===== config.mk =====
export PLATFORM = sky130hd
export DESIGN_NAME = fltadd_seq_flat
export DESIGN_NICKNAME = d
export VERILOG_FILES = /design/src/rtl/fltadd_seq_if.sv /design/src/rtl/fltadd_seq.sv /design/src/flat_wrapper.sv
export SDC_FILE = /design/constraint.sdc
export NUM_CORES = 1
export LEC_CHECK = 0
export ABC_CLOCK_PERIOD_IN_PS = 3660
export BUFFER_PORTS_ARGS = -buffer_cell sky130_fd_sc_hd__buf_4
export CORE_MARGIN = 2
export CORE_UTILIZATION = 42
export CTS_CLUSTER_SIZE = 8
export DETAILED_ROUTE_END_ITERATION = 6
export GPL_TIMING_DRIVEN = 0
export PLACE_DENSITY = 0.69
export SKIP_CTS_REPAIR_TIMING = 1
export SLEW_MARGIN = 0
export SYNTH_ARGS = -nofsm -noshare
export SYNTH_HDL_FRONTEND = slang
export SYNTH_SLANG_ARGS = --single-unit

===== constraint.sdc =====
create_clock -name clk -period 3.66 [get_ports clk]
set_input_delay 0.732 -clock clk [delete_from_list [all_inputs] [get_ports clk]]
set_output_delay 0.732 -clock clk [all_outputs]
set_load 0.1 [all_outputs]

===== src/rtl/fltadd_seq_if.sv =====
// Start/done handshake plus byte-wide data-memory port shared by the fp16 add sequencer.
// master = sequencer side, slave = core/memory side.
interface fltadd_seq_if #(
    parameter int AW = 8
);
    logic          start;
    logic          done;
    logic          busy;
    logic [AW-1:0] mem_addr;
    logic [7:0]    mem_rd_data;
    logic [7:0]    mem_wr_data;
    logic          mem_we;

    modport master (
        input  start, mem_rd_data,
        output done, busy, mem_addr, mem_wr_data, mem_we
    );

    modport slave (
        output start, mem_rd_data,
        input  done, busy, mem_addr, mem_wr_data, mem_we
    );
endinterface


===== src/rtl/fltadd_seq.sv =====
// Multi-cycle fp16 adder (truncating) working on operands in byte-wide data memory.
// Latency 4 + min(d,MAX_ALIGN) + 1 + max(1,left shifts) + 2 cycles from launch; no backpressure, memory read is asynchronous.
module fltadd_seq #(
    parameter int AW        = 8,
    parameter int OP_A_ADDR = 128,
    parameter int OP_B_ADDR = 130,
    parameter int RES_ADDR  = 132,
    parameter int MAX_ALIGN = 12
) (
    input  logic         clk,
    input  logic         reset,
    fltadd_seq_if.master bus
);
    typedef enum logic [2:0] {
        S_IDLE, S_LOAD, S_ALIGN, S_ADD, S_NORM, S_STORE, S_DONE
    } state_t;

    localparam logic [4:0] MAX_A5 = 5'(MAX_ALIGN);

    state_t        state;
    logic          start_q;
    logic          done_r;
    logic          busy_r;
    logic [AW-1:0] addr_r;
    logic [7:0]    wdat_r;
    logic          we_r;
    logic [1:0]    ld_cnt;
    logic [7:0]    a_hi, a_lo, b_hi;
    logic          sign_l, sign_s;
    logic [5:0]    exp_r;
    logic [10:0]   mant_l, mant_s;
    logic [4:0]    align_cnt;
    logic          align_big;
    logic [11:0]   sum;
    logic [15:0]   res;
    logic          st_cnt;

    assign bus.done        = done_r;
    assign bus.busy        = busy_r;
    assign bus.mem_addr    = addr_r;
    assign bus.mem_wr_data = wdat_r;
    assign bus.mem_we      = we_r;

    // Operand unpack and magnitude swap, consumed in the last LOAD cycle while B LSB is on the bus.
    logic [15:0] op_a, op_b, op_l, op_s;
    logic [4:0]  exp_l_in, exp_s_in, d, align_n;
    logic [10:0] mant_l_in, mant_s_in;
    logic        big_in;

    always_comb begin
        op_a = {a_hi, a_lo};
        op_b = {b_hi, bus.mem_rd_data};
        op_l = op_a;
        op_s = op_b;
        if (op_a[14:0] < op_b[14:0]) begin
            op_l = op_b;
            op_s = op_a;
        end
        exp_l_in  = op_l[14:10];
        exp_s_in  = op_s[14:10];
        mant_l_in = (exp_l_in == 5'd0) ? 11'd0 : {1'b1, op_l[9:0]};
        mant_s_in = (exp_s_in == 5'd0) ? 11'd0 : {1'b1, op_s[9:0]};
        d         = exp_l_in - exp_s_in;
        big_in    = (d > MAX_A5);
        align_n   = big_in ? MAX_A5 : d;
    end

    // One normalisation step; norm_fin says whether this cycle produces the final result.
    logic        norm_fin;
    logic [15:0] norm_res;
    logic [11:0] sum_nx;
    logic [5:0]  exp_nx;

    always_comb begin
        norm_fin = 1'b1;
        norm_res = 16'h0000;
        sum_nx   = sum;
        exp_nx   = exp_r;
        if (sum[11]) begin
            if (exp_r + 6'd1 >= 6'd31)
                norm_res = {sign_l, 5'h1F, 10'h000};
            else
                norm_res = {sign_l, exp_r[4:0] + 5'd1, sum[10:1]};
        end else if (sum == 12'd0) begin
            norm_res = 16'h0000;
        end else if (sum[10]) begin
            norm_res = {sign_l, exp_r[4:0], sum[9:0]};
        end else if (exp_r <= 6'd1) begin
            norm_res = 16'h0000;
        end else begin
            sum_nx = {sum[10:0], 1'b0};
            exp_nx = exp_r - 6'd1;
            if (sum_nx[10])
                norm_res = {sign_l, exp_nx[4:0], sum_nx[9:0]};
            else
                norm_fin = 1'b0;
        end
    end

    always_ff @(posedge clk) begin
        if (!reset) begin
            state     <= S_IDLE;
            start_q   <= 1'b0;
            done_r    <= 1'b0;
            busy_r    <= 1'b0;
            addr_r    <= '0;
            wdat_r    <= 8'h00;
            we_r      <= 1'b0;
            ld_cnt    <= 2'd0;
            a_hi      <= 8'h00;
            a_lo      <= 8'h00;
            b_hi      <= 8'h00;
            sign_l    <= 1'b0;
            sign_s    <= 1'b0;
            exp_r     <= 6'd0;
            mant_l    <= 11'd0;
            mant_s    <= 11'd0;
            align_cnt <= 5'd0;
            align_big <= 1'b0;
            sum       <= 12'd0;
            res       <= 16'h0000;
            st_cnt    <= 1'b0;
        end else begin
            case (state)
                S_IDLE, S_DONE: begin
                    start_q <= bus.start;
                    if (bus.start) begin
                        done_r <= 1'b0;
                    end else if (start_q) begin
                        state  <= S_LOAD;
                        busy_r <= 1'b1;
                        addr_r <= AW'(OP_A_ADDR);
                        ld_cnt <= 2'd0;
                    end
                end
                S_LOAD: begin
                    ld_cnt <= ld_cnt + 2'd1;
                    case (ld_cnt)
                        2'd0: begin a_hi <= bus.mem_rd_data; addr_r <= AW'(OP_A_ADDR + 1); end
                        2'd1: begin a_lo <= bus.mem_rd_data; addr_r <= AW'(OP_B_ADDR); end
                        2'd2: begin b_hi <= bus.mem_rd_data; addr_r <= AW'(OP_B_ADDR + 1); end
                        default: begin
                            sign_l    <= op_l[15];
                            sign_s    <= op_s[15];
                            exp_r     <= {1'b0, exp_l_in};
                            mant_l    <= mant_l_in;
                            mant_s    <= (big_in && align_n == 5'd0) ? 11'd0 : mant_s_in;
                            align_cnt <= align_n;
                            align_big <= big_in;
                            state     <= (align_n == 5'd0) ? S_ADD : S_ALIGN;
                        end
                    endcase
                end
                S_ALIGN: begin
                    mant_s    <= (align_cnt == 5'd1 && align_big) ? 11'd0 : (mant_s >> 1);
                    align_cnt <= align_cnt - 5'd1;
                    if (align_cnt == 5'd1)
                        state <= S_ADD;
                end
                S_ADD: begin
                    if (sign_l == sign_s)
                        sum <= {1'b0, mant_l} + {1'b0, mant_s};
                    else
                        sum <= {1'b0, mant_l} - {1'b0, mant_s};
                    state <= S_NORM;
                end
                S_NORM: begin
                    if (norm_fin) begin
                        res    <= norm_res;
                        state  <= S_STORE;
                        we_r   <= 1'b1;
                        addr_r <= AW'(RES_ADDR);
                        wdat_r <= norm_res[15:8];
                        st_cnt <= 1'b0;
                    end else begin
                        sum   <= sum_nx;
                        exp_r <= exp_nx;
                    end
                end
                S_STORE: begin
                    if (!st_cnt) begin
                        addr_r <= AW'(RES_ADDR + 1);
                        wdat_r <= res[7:0];
                        st_cnt <= 1'b1;
                    end else begin
                        we_r   <= 1'b0;
                        st_cnt <= 1'b0;
                        busy_r <= 1'b0;
                        done_r <= 1'b1;
                        state  <= S_DONE;
                    end
                end
                default: state <= S_IDLE;
            endcase
        end
    end
endmodule

===== src/flat_wrapper.sv =====
// flat-port wrapper written by rule: the top's interface ports become plain ports
module fltadd_seq_flat 
#(
    parameter int AW        = 8,
    parameter int OP_A_ADDR = 128,
    parameter int OP_B_ADDR = 130,
    parameter int RES_ADDR  = 132,
    parameter int MAX_ALIGN = 12
)
  (clk, reset, bus_start, bus_mem_rd_data, bus_done, bus_busy, bus_mem_addr, bus_mem_wr_data, bus_mem_we);
  fltadd_seq_if #(.AW(AW)) bus_i ();
  input  logic clk;
  input  logic reset;
  input wire logic [$bits(bus_i.start)-1:0] bus_start;
  input wire logic [$bits(bus_i.mem_rd_data)-1:0] bus_mem_rd_data;
  output wire logic [$bits(bus_i.done)-1:0] bus_done;
  output wire logic [$bits(bus_i.busy)-1:0] bus_busy;
  output wire logic [$bits(bus_i.mem_addr)-1:0] bus_mem_addr;
  output wire logic [$bits(bus_i.mem_wr_data)-1:0] bus_mem_wr_data;
  output wire logic [$bits(bus_i.mem_we)-1:0] bus_mem_we;
  assign bus_i.start = bus_start;
  assign bus_i.mem_rd_data = bus_mem_rd_data;
  assign bus_done = bus_i.done;
  assign bus_busy = bus_i.busy;
  assign bus_mem_addr = bus_i.mem_addr;
  assign bus_mem_wr_data = bus_i.mem_wr_data;
  assign bus_mem_we = bus_i.mem_we;
  fltadd_seq #(.AW(AW), .OP_A_ADDR(OP_A_ADDR), .OP_B_ADDR(OP_B_ADDR), .RES_ADDR(RES_ADDR), .MAX_ALIGN(MAX_ALIGN)) u_core (.clk(clk), .reset(reset), .bus(bus_i));
endmodule

==> impl_metrics.csv, run 1 <==
group,metric,value,unit
outcome,outcome,"completed",
placement,gp_congestion,0.898,
synthesis,yosys_warnings,0,
layout,area_growth,15.8,%
layout,finalNonFillerCells,1060,
timing,whs,0.448,ns
route,drt-total-wl,17400,µm
global_routing,grt-ovfl-total,0,
timing,worstMarginPinSlew,0.926,ns
clocking,path_clk_slew,0.07,ns
worst_hold_path,whs_path_depth,2,
floorplanning,die_w,128,µm
synthesis,ys_types,78,
clocking,h-tree-depth,3,
synthesis,netlist_area,0.00647,mm²
route,via_count,5979,
global_routing,grt_pass1_vias,5333,
critical_path,r2r-end,"u_core.align_cnt[0]",
critical_path,required,3.92,ns
layout,layout.nets,917,
critical_path,cp-end-kind,"flip-flop",
synthesis,synth_edf_count,0,
synthesis,yosys-top-cells-area,"dfxtp_1 (32%), ha_1 (7.2%), nand2_1 (6.1%)",
power_and_ir_drop,switching_share,37.8,%
global_routing,track_usage,21.3,%
synthesis,ys_seq_elements,102,
synthesis,postSynthCellCount,819,
clocking,root_buffer,"clkbuf_16",
power_and_ir_drop,pwr-share-clk,27.3,%
floorplanning,fp-row-count,45,
timing,fmax,0.278,GHz
timing,hold_viol,0,
synthesis,synth_ff_type,"dfxtp_1",
critical_path,crit_fanout,10,
power_and_ir_drop,p_leak,2.82,nW
clocking,cts.sinks,102,
clocking,cts_buffers,9,
floorplanning,start_util,42.7,%
clocking,cts_tree,"built",
route,via_per_inst,5.64,
synthesis,synth_area_leader_cell,"dfxtp_1",
power_and_ir_drop,switchingPower,0.00155,W
timing,setup_violations,0,
floorplanning,dieHeight,128,µm
global_routing,grt_pass1_wl,27500,µm
placement,portBuffers,25,
critical_path,cp-start-kind,"primary input",
global_routing,antenna_found_initial,0,
synthesis,synth_top_area_share,31.5,%
worst_hold_path,min_to,"u_core.bus.mem_addr[7]",
synthesis,yosysSeqAreaShare,31.5,%
critical_path,r2r_cells,17,
floorplanning,io_pins,30,
critical_path,cp_data_arrival_time,3.85,ns
timing,fin_setup_tns,0,ns
worst_hold_path,min_from,"u_core.bus.mem_addr[7]",
power_and_ir_drop,internal_power,0.00255,W
timing,min_period,3.59,ns
clocking,clk_path_buf_depth,2,
clocking,clkLatencyLatePin,0.36,ns
synthesis,avgSynthCellArea,7.90,µm²
worst_hold_path,hold_path.class,"flip-flop to flip-flop",
power_and_ir_drop,power,0.00410,W
timing,slew_headroom,37.8,%
power_and_ir_drop,p_comb_share,42.1,%
placement,dpl_cell_area,0.00691,mm²
layout,drive_gt1_share,13.6,%
timing,clock_skew,0.00857,ns
critical_path,path_class,"primary input to flip-flop",
layout,antenna_cells,0,
timing,post-route-period-util,98.2,%
layout,design_area,0.00749,mm²
critical_path,r2r_start,"u_core.b_hi[6]",
power_and_ir_drop,irDropWorstVdd,0.000394,V
placement,dp_hpwl,13000,µm
route,drt_iter0_drc,552,
route,drc,0,
floorplanning,die_area,0.0164,mm²
timing,drv_slew,0,
synthesis,synth-async-reset-ratio,0,%
synthesis,synth_common_cells,"nand2_1 (105), dfxtp_1 (102), nor2_1 (101)",
placement,place_inst,1035,
floorplanning,core_area,0.0151,mm²
route,wire_per_inst,16.5,µm
route,postRouteAntennaNets,0,
global_routing,grt_max_degree,17,
route,drt-pass1-iter-count,6,
power_and_ir_drop,p_seq_share,30.5,%
synthesis,post-synth-top-count-cell,"nand2_1",
critical_path,reg2reg_slack,0.19,ns
run,drv_cap,0,
power_and_ir_drop,powerDensity,547,mW/mm²
registers in the layout (all words and copies together) (netlist names):
| name | flops |
|---|---|
| u_core.align_big | 1 |
| u_core.mant_l | 11 |
| u_core.bus.mem_addr | 4 |
| u_core.bus.mem_wr_data | 8 |
| u_core.b_hi | 8 |
| u_core.sum | 12 |
| u_core.exp_r | 6 |
| u_core.st_cnt | 1 |
| u_core.bus.mem_we | 1 |
| u_core.bus.done | 1 |
| u_core.a_hi | 8 |
| u_core.bus.busy | 1 |
| u_core.state | 3 |
| u_core.a_lo | 8 |
| u_core.start_q | 1 |
| u_core.res | 8 |
| u_core.mant_s | 11 |
| u_core.align_cnt | 5 |
| u_core.sign_s | 1 |
| u_core.ld_cnt | 2 |
| u_core.sign_l | 1 |
layout by cell type (no fill, tap or decap), types with 13 or more instances in the layout:
| cell type | instances |
|---|---|
| xnor2_1 | 17 |
| o21a_1 | 13 |
| ha_1 | 32 |
| inv_1 | 36 |
| dfxtp_1 | 100 |
| a22oi_1 | 21 |
| nand2_1 | 104 |
| a21oi_1 | 68 |
| nor3_1 | 22 |
| mux2i_1 | 24 |
| nand3_1 | 16 |
| buf_4 | 41 |
| a211oi_1 | 19 |
| nor2_1 | 99 |
| o21ai_0 | 34 |
| clkbuf_1 | 27 |
metal layers:
metal	part of all wire (%)	global-route usage, %	up-vias
met5	0	0	-
li1	-	-	3028
met2	46	35.1	166
met4	1.9	5.95	0
met3	5.1	4.76	24
met1	47	28.1	2761
worst max-delay path, stage by stage:
cell,delay (ns)
buf_6,0.10
inv_1,0.05
ha_1,0.28
and3_4,0.17
a21o_1,0.19
a311oi_4,0.38
o21ai_2,0.13
buf_6,0.15
buf_8,0.13
buf_8,0.13
a21oi_4,0.17
ha_4,0.20
nor2_2,0.06
a221oi_2,0.36
o21bai_4,0.14
xor2_4,0.21
a32o_1,0.26
power groups by stage:
stage               sequential, W  clock, W  combinational (W)
floorplan                 0.00134         0            0.00107
global placement          0.00127         0            0.00145
detailed placement        0.00127         0            0.00146
CTS                       0.00125   0.00113            0.00147
global route              0.00126   0.00119            0.00186
finish                    0.00125   0.00112            0.00173
layout make-up:
| cell class | instances | area [µm²] |
|---|---|---|
| clock inverter | 5 | 106 |
| buffer | 45 | 235 |
| multi-input combinational | 636 | 4220 |
| fill | 1461 | 7650 |
| clock buffer | 10 | 239 |
| timing repair buffer | 35 | 267 |
| tap | 188 | 235 |
| inverter | 39 | 146 |
| sequential | 102 | 2040 |
logic make-up (layout without fill, tap and decap cells):
family                     Yosys count  in the layout  share of synthesized area, %
adders and majority gates           38             38                          7.46
DFF                                102            102                          31.5
AOI/OAI and AO/OA                  244            244                          26.1
and+or+nand+nor                    288            288                          19.5
buffers and inverters               84            134                          5.59
other                                1              4                        0.0579
muxes                               33             33                          5.45
xor gates and xnor gates            29             29                          4.27
how the worst max path moves through the flow:
stage / start / endpoint / slack, ns / cells after the start
floorplan: bus_mem_rd_data[5] / u_core.align_cnt[0] / 0.04 / 16
global placement: bus_mem_rd_data[5] / u_core.align_cnt[0] / -0.49 / 17
detailed placement: bus_mem_rd_data[5] / u_core.state[0] / -0.55 / 17
CTS: u_core.b_hi[3] / u_core.state[0] / -0.25 / 15
global route: bus_mem_rd_data[4] / u_core.align_cnt[0] / -0.02 / 17
finish: bus_mem_rd_data[4] / u_core.align_cnt[0] / 0.07 / 17
stage by stage:
step                setup WS, ns  utilization [%]
CTS                       -0.252             47.9
floorplan                 0.0427                -
detailed placement        -0.555             45.6
finish                    0.0676             49.5
global route             -0.0245             49.5
global placement          -0.494             45.6
No activity file was read; power rests on OpenSTA's default activity.
==> run 2, diff against run 1 <==
Settings changed: ABC_CLOCK_PERIOD_IN_PS 3660 to 4480, CTS_BUF_LIST from default to sky130_fd_sc_hd__clkbuf_2, PLACE_DENSITY 0.69 to 0.67.
Clock period 3.66 ns to 4.48 ns, I/O delays scaled along.
==> impl_metrics.csv, run 2 (synthesized netlist as in run 1, its figures left out) <==
group,metric,value,unit
global_routing,grt_pass1_wl,27700,µm
layout,layout.nets,907,
route,wire_per_inst,16.3,µm
timing,rsz0062_at_grt,"false",
route,via_count,5899,
critical_path,cp-end-kind,"flip-flop",
outcome,outcome,"completed",
layout,reg.largest.list,"u_core.sum (12), u_core.mant_l (11), u_core.mant_s (11)",
floorplanning,start_util,42.7,%
floorplanning,fp-row-count,45,
clocking,clkLatencyLatePin,0.67,ns
critical_path,crit_fanout,10,
global_routing,antenna_found_initial,0,
floorplanning,io_pins,30,
critical_path,required,5.08,ns
route,drt-pass1-iter-count,5,
layout,area_growth,8.39,%
layout,final_common_cell,"nand2_1",
timing,worstMarginPinSlew,0.955,ns
power_and_ir_drop,powerDensity,382,mW/mm²
route,drt_iter0_drc,437,
layout,finalNonFillerCells,1051,
global_routing,use_met1,29.4,%
critical_path,reg2reg_slack,0.55,ns
timing,slew_headroom,35.9,%
layout,nFillCells,1557,
route,via_per_inst,5.61,
power_and_ir_drop,p_leak,2.65,nW
layout,drive_gt1_share,10.5,%
power_and_ir_drop,irDropWorstVdd,0.000297,V
floorplanning,die_area,0.0164,mm²
clocking,cts_tree,"built",
placement,post-place-ws,0.0316,ns
worst_hold_path,hold_path.class,"primary input to flip-flop",
clocking,root_buffer,"clkbuf_2",
critical_path,path_class,"flip-flop to flip-flop",
global_routing,grt_use_met3,4.05,%
run,drv_cap,0,
route,drc,0,
placement,place_inst,1035,
timing,clock_skew,0.0373,ns
global_routing,grtUsageMet2,34.5,%
critical_path,r2r_cells,17,
placement,gp_congestion,0.917,
timing,post-route-period-util,87.6,%
critical_path,r2r-end,"u_core.align_cnt[1]",
floorplanning,die_w,128,µm
route,postRouteAntennaNets,0,
clocking,cts_buffers,9,
timing,drv_slew,0,
timing,setup_violations,0,
clocking,cts.sinks,102,
timing,setup_slack,0.555,ns
global_routing,grt_max_degree,20,
clocking,h-tree-depth,3,
timing,fin_setup_tns,0,ns
critical_path,r2r_start,"u_core.b_hi[4]",
layout,multi_input_area,0.00408,mm²
placement,portBuffers,25,
global_routing,grt-ovfl-total,0,
global_routing,gr-max-usage-layer,"met2",
critical_path,crit_start,"u_core.b_hi[4]",
placement,dp_hpwl,13100,µm
floorplanning,core_area,0.0151,mm²
timing,fmax,0.255,GHz
clocking,path_clk_slew,0.33,ns
layout,postLayoutCoreUtil,46.3,%
critical_path,cp_data_arrival_time,4.53,ns
global_routing,grt_pass1_vias,5312,
layout,largest_register,"u_core.sum",
layout,largest_reg_flops,12,
layout,ff_latch_area,0.00204,mm²
timing,hold_viol,0,
floorplanning,dieHeight,128,µm
clocking,clk_path_buf_depth,2,
critical_path,cp-start-kind,"flip-flop",
route,drt-total-wl,17200,µm
layout,final_cell_mix,"nand2_1 (105), dfxtp_1 (102), nor2_1 (101), a21oi_1 (71)",
global_routing,track_usage,21.5,%
critical_path,endpoint,"u_core.align_cnt[1]",
timing,whs,0.463,ns
timing,min_period,3.93,ns
layout,antenna_cells,0,
[run 2: cell types whose count changed in the layout (fill, tap and decap cells not counted), sizes merged]
cell	previous run	this run
buf	52	42
bufinv	3	0
clkbuf	38	37
clkinvlp	1	2
inv	39	43
[run 2: layout make-up]
| type | count | share of cell area, % |
|---|---|---|
| Timing Repair Buffer | 25 | 2.68 |
| Tap cell | 188 | 3.35 |
| Buffer | 45 | 3.07 |
| Inverter | 39 | 2.09 |
| Clock inverter | 7 | 0.910 |
| Multi-Input combinational cell | 636 | 58.2 |
| Sequential cell | 102 | 29.1 |
| Clock buffer | 9 | 0.642 |
[run 2: worst max-delay path: stages, from the launching register on]
cell,delay [ns]
dfxtp_1,0.42
inv_1,0.10
ha_1,0.29
clkbuf_2,0.21
and4_1,0.29
nand2_1,0.15
o21ai_2,0.23
buf_6,0.19
buf_2,0.24
buf_2,0.26
nor3_1,0.07
a21oi_1,0.13
ha_1,0.29
nor2_1,0.11
a221oi_2,0.36
o21bai_4,0.10
xor2_2,0.18
a32o_1,0.26
[run 2: layer usage]
metal	up-vias	routed length, µm
met5	-	0
met4	0	328
met3	24	821
met2	132	7890
met1	2729	8120
li1	3014	-
[run 2: per-stage QoR]
stage	cell area (µm²)	power, W
5_1_grt	7020	0.00285
4_1_cts	7020	0.00268
2_1_floorplan	6480	0.00197
6_report	7020	0.00268
3_5_place_dp	6910	0.00224
3_3_place_gp	6910	0.00223
[run 2: worst min path at each step]
stage / startpoint / cells after the start / slack (ns) / end
after detailed placement: u_core.bus.mem_addr[7] / 2 / 0.44 / u_core.bus.mem_addr[7]
final: bus_mem_rd_data[7] / 3 / 0.46 / u_core.a_hi[7]
after CTS: bus_mem_rd_data[0] / 3 / 0.42 / u_core.b_hi[0]
after floorplan: u_core.mant_l[10] / 2 / 0.43 / u_core.mant_l[10]
after global placement: u_core.bus.mem_addr[7] / 2 / 0.44 / u_core.bus.mem_addr[7]
after global routing: bus_mem_rd_data[7] / 3 / 0.42 / u_core.b_hi[7]
[run 2: power by group]
group | internal (W) | switching [W]
combinational | 0.000424 | 0.000780
clock | 0.0000881 | 0.000360
sequential | 0.000967 | 0.0000615
total | 0.00148 | 0.00120
==> run 3, diff against run 2 <==
Settings changed: CORE_MARGIN 2 to 5.
==> impl_metrics.csv, run 3 (synthesized netlist as in run 1, its figures left out) <==
group,metric,value,unit
critical_path,crit_path_max_incr_delay,0.53,ns
timing,hold_viol,0,
route,postRouteAntennaNets,0,
global_routing,grt-ovfl-total,0,
timing,slew_headroom,35.2,%
layout,drive_gt1_share,10.4,%
global_routing,grt_max_degree,16,
layout,final_cell_mix,"nand2_1 (105), dfxtp_1 (102), nor2_1 (101), a21oi_1 (71)",
route,drt-total-wl,17400,µm
power_and_ir_drop,internal_power,0.00152,W
timing,fmax,0.246,GHz
layout,final_common_cell,"nand2_1",
power_and_ir_drop,switching_share,43.1,%
floorplanning,dieHeight,134,µm
layout,reg.largest.list,"u_core.sum (12), u_core.mant_l (11), u_core.mant_s (11)",
timing,clock_skew,0.0298,ns
clocking,cts_tree,"built",
route,via_per_inst,5.60,
layout,area_growth,8.31,%
run,drv_cap,0,
critical_path,cp-start-kind,"flip-flop",
floorplanning,core_area,0.0151,mm²
worst_hold_path,whs_path_depth,2,
power_and_ir_drop,p_seq_share,38.4,%
worst_hold_path,min_to,"u_core.bus.mem_addr[7]",
power_and_ir_drop,pwr-share-clk,16.4,%
global_routing,track_usage,19.6,%
placement,gp_congestion,0.884,
floorplanning,fp-row-count,45,
critical_path,critPathTopFamily,"compound AO/OA/AOI/OAI gates",
timing,min_period,4.07,ns
route,wire_per_inst,16.6,µm
worst_hold_path,min_from,"u_core.bus.mem_addr[7]",
timing,setup_slack,0.414,ns
critical_path,path_cells,"inv_1 > ha_1 > and4_1 > nand2_1 > o21ai_2 > buf_6 > buf_2 > buf_2 > nor3_1 > a21oi_1 > ha_1 > nor2_1 > a221oi_2 > o21bai_4 > xor2_2 > a32o_1",
layout,layout.nets,907,
critical_path,required,5.01,ns
floorplanning,die_w,134,µm
worst_hold_path,hold_path.class,"flip-flop to flip-flop",
route,drt_iter0_drc,392,
layout,largest_reg_flops,12,
placement,dp_hpwl,13400,µm
route,drt-pass1-iter-count,5,
timing,post-route-period-util,90.8,%
layout,design_area,0.00701,mm²
power_and_ir_drop,powerDensity,381,mW/mm²
power_and_ir_drop,p_comb_share,45.2,%
critical_path,cp_data_arrival_time,4.60,ns
clocking,cts.sinks,102,
critical_path,crit_buf_inv,4,
timing,setup_violations,0,
timing,fin_setup_tns,0,ns
critical_path,r2r_cells,16,
clocking,cts_buffers,9,
placement,post-place-ws,-0.0717,ns
floorplanning,start_util,42.7,%
power_and_ir_drop,p_leak,2.66,nW
floorplanning,die_area,0.0180,mm²
clocking,h-tree-depth,3,
critical_path,reg2reg_slack,0.41,ns
global_routing,grt_pass1_wl,28500,µm
layout,antenna_cells,0,
critical_path,path_class,"flip-flop to flip-flop",
layout,postLayoutCoreUtil,46.3,%
critical_path,r2r_start,"u_core.b_hi[3]",
floorplanning,io_pins,30,
route,via_count,5881,
timing,worstMarginPinSlew,0.965,ns
critical_path,crit_slowest_cell,"dfxtp_1",
global_routing,antenna_found_initial,0,
critical_path,crit_fanout,10,
clocking,path_clk_slew,0.25,ns
clocking,root_buffer,"clkbuf_2",
power_and_ir_drop,switchingPower,0.00115,W
placement,portBuffers,25,
timing,rsz0062_at_grt,"false",
critical_path,cp-end-kind,"flip-flop",
power_and_ir_drop,irDropWorstVdd,0.000281,V
clocking,clk_path_buf_depth,2,
layout,largest_register,"u_core.sum",
placement,dpl_cell_area,0.00691,mm²
global_routing,grt_pass1_vias,5546,
critical_path,r2r-end,"u_core.align_cnt[0]",
outcome,outcome,"completed",
clocking,clkLatencyLatePin,0.61,ns
route,drc,0,
timing,drv_slew,0,
run 3: cell types whose count changed in the layout (fill, tap and decap cells not counted), sizes merged:
cell | before | now
clkbuf | 37 | 39
clkinvlp | 2 | 0
clkinv | 1 | 4
inv | 43 | 38
bufinv | 0 | 1
run 3: final cells by class:
| type | instances | area (µm²) |
|---|---|---|
| inverters | 39 | 146 |
| clock buffers | 11 | 55.1 |
| repair buffers | 25 | 188 |
| multi-input cells | 636 | 4080 |
| plain buffers | 45 | 215 |
| clock inverters | 4 | 48.8 |
| well taps | 188 | 235 |
| fillers | 1537 | 8140 |
| flip-flops and latches | 102 | 2040 |
run 3: worst register-to-register path, delay by kind of cell (launching register included):
| family | cells | cell delay, ns |
|---|---|---|
| AOI/OAI and AO/OA | 5 | 1.12 |
| xor gates and xnor gates | 1 | 0.18 |
| adders and majority gates | 2 | 0.67 |
| buffers and inverters | 4 | 0.88 |
| DFF | 1 | 0.53 |
| and+or+nand+nor | 4 | 0.63 |
run 3: per-layer routing:
metal	vias to the layer above	GRT usage, %	wire (µm)
li1	3009	-	-
met1	2716	26.7	8180
met2	138	32.2	8040
met3	18	3.79	874
met4	0	4.75	299
met5	-	0	0
run 3: how the worst max path moves through the flow:
| stage | startpoint | end | slack (ns) | cells past startpoint |
|---|---|---|---|---|
| floorplan | bus_mem_rd_data[5] | u_core.align_cnt[0] | 0.61 | 16 |
| global placement | bus_mem_rd_data[5] | u_core.align_cnt[1] | -0.05 | 17 |
| detailed placement | bus_mem_rd_data[5] | u_core.align_cnt[0] | -0.07 | 17 |
| CTS | u_core.b_hi[3] | u_core.align_cnt[0] | 0.43 | 16 |
| global route | u_core.b_hi[3] | u_core.state[0] | 0.08 | 15 |
| finish | u_core.b_hi[3] | u_core.align_cnt[0] | 0.41 | 16 |
run 3: power groups by stage:
stage	Clock [W]	Sequential [W]	Combinational (W)
floorplan	0	0.00109	0.000875
detailed placement	0	0.00104	0.00120
CTS	0.000451	0.00102	0.00121
global route	0.000484	0.00104	0.00133
global placement	0	0.00104	0.00119
finish	0.000438	0.00103	0.00121
run 3: stage by stage:
step	hold slack (ns)	instances	power (W)
floorplan	0.427	822	0.00197
global placement	0.437	1035	0.00223
detailed placement	0.443	1035	0.00224
CTS	0.470	1050	0.00268
global route	0.464	1050	0.00285
finish	0.470	1050	0.00267
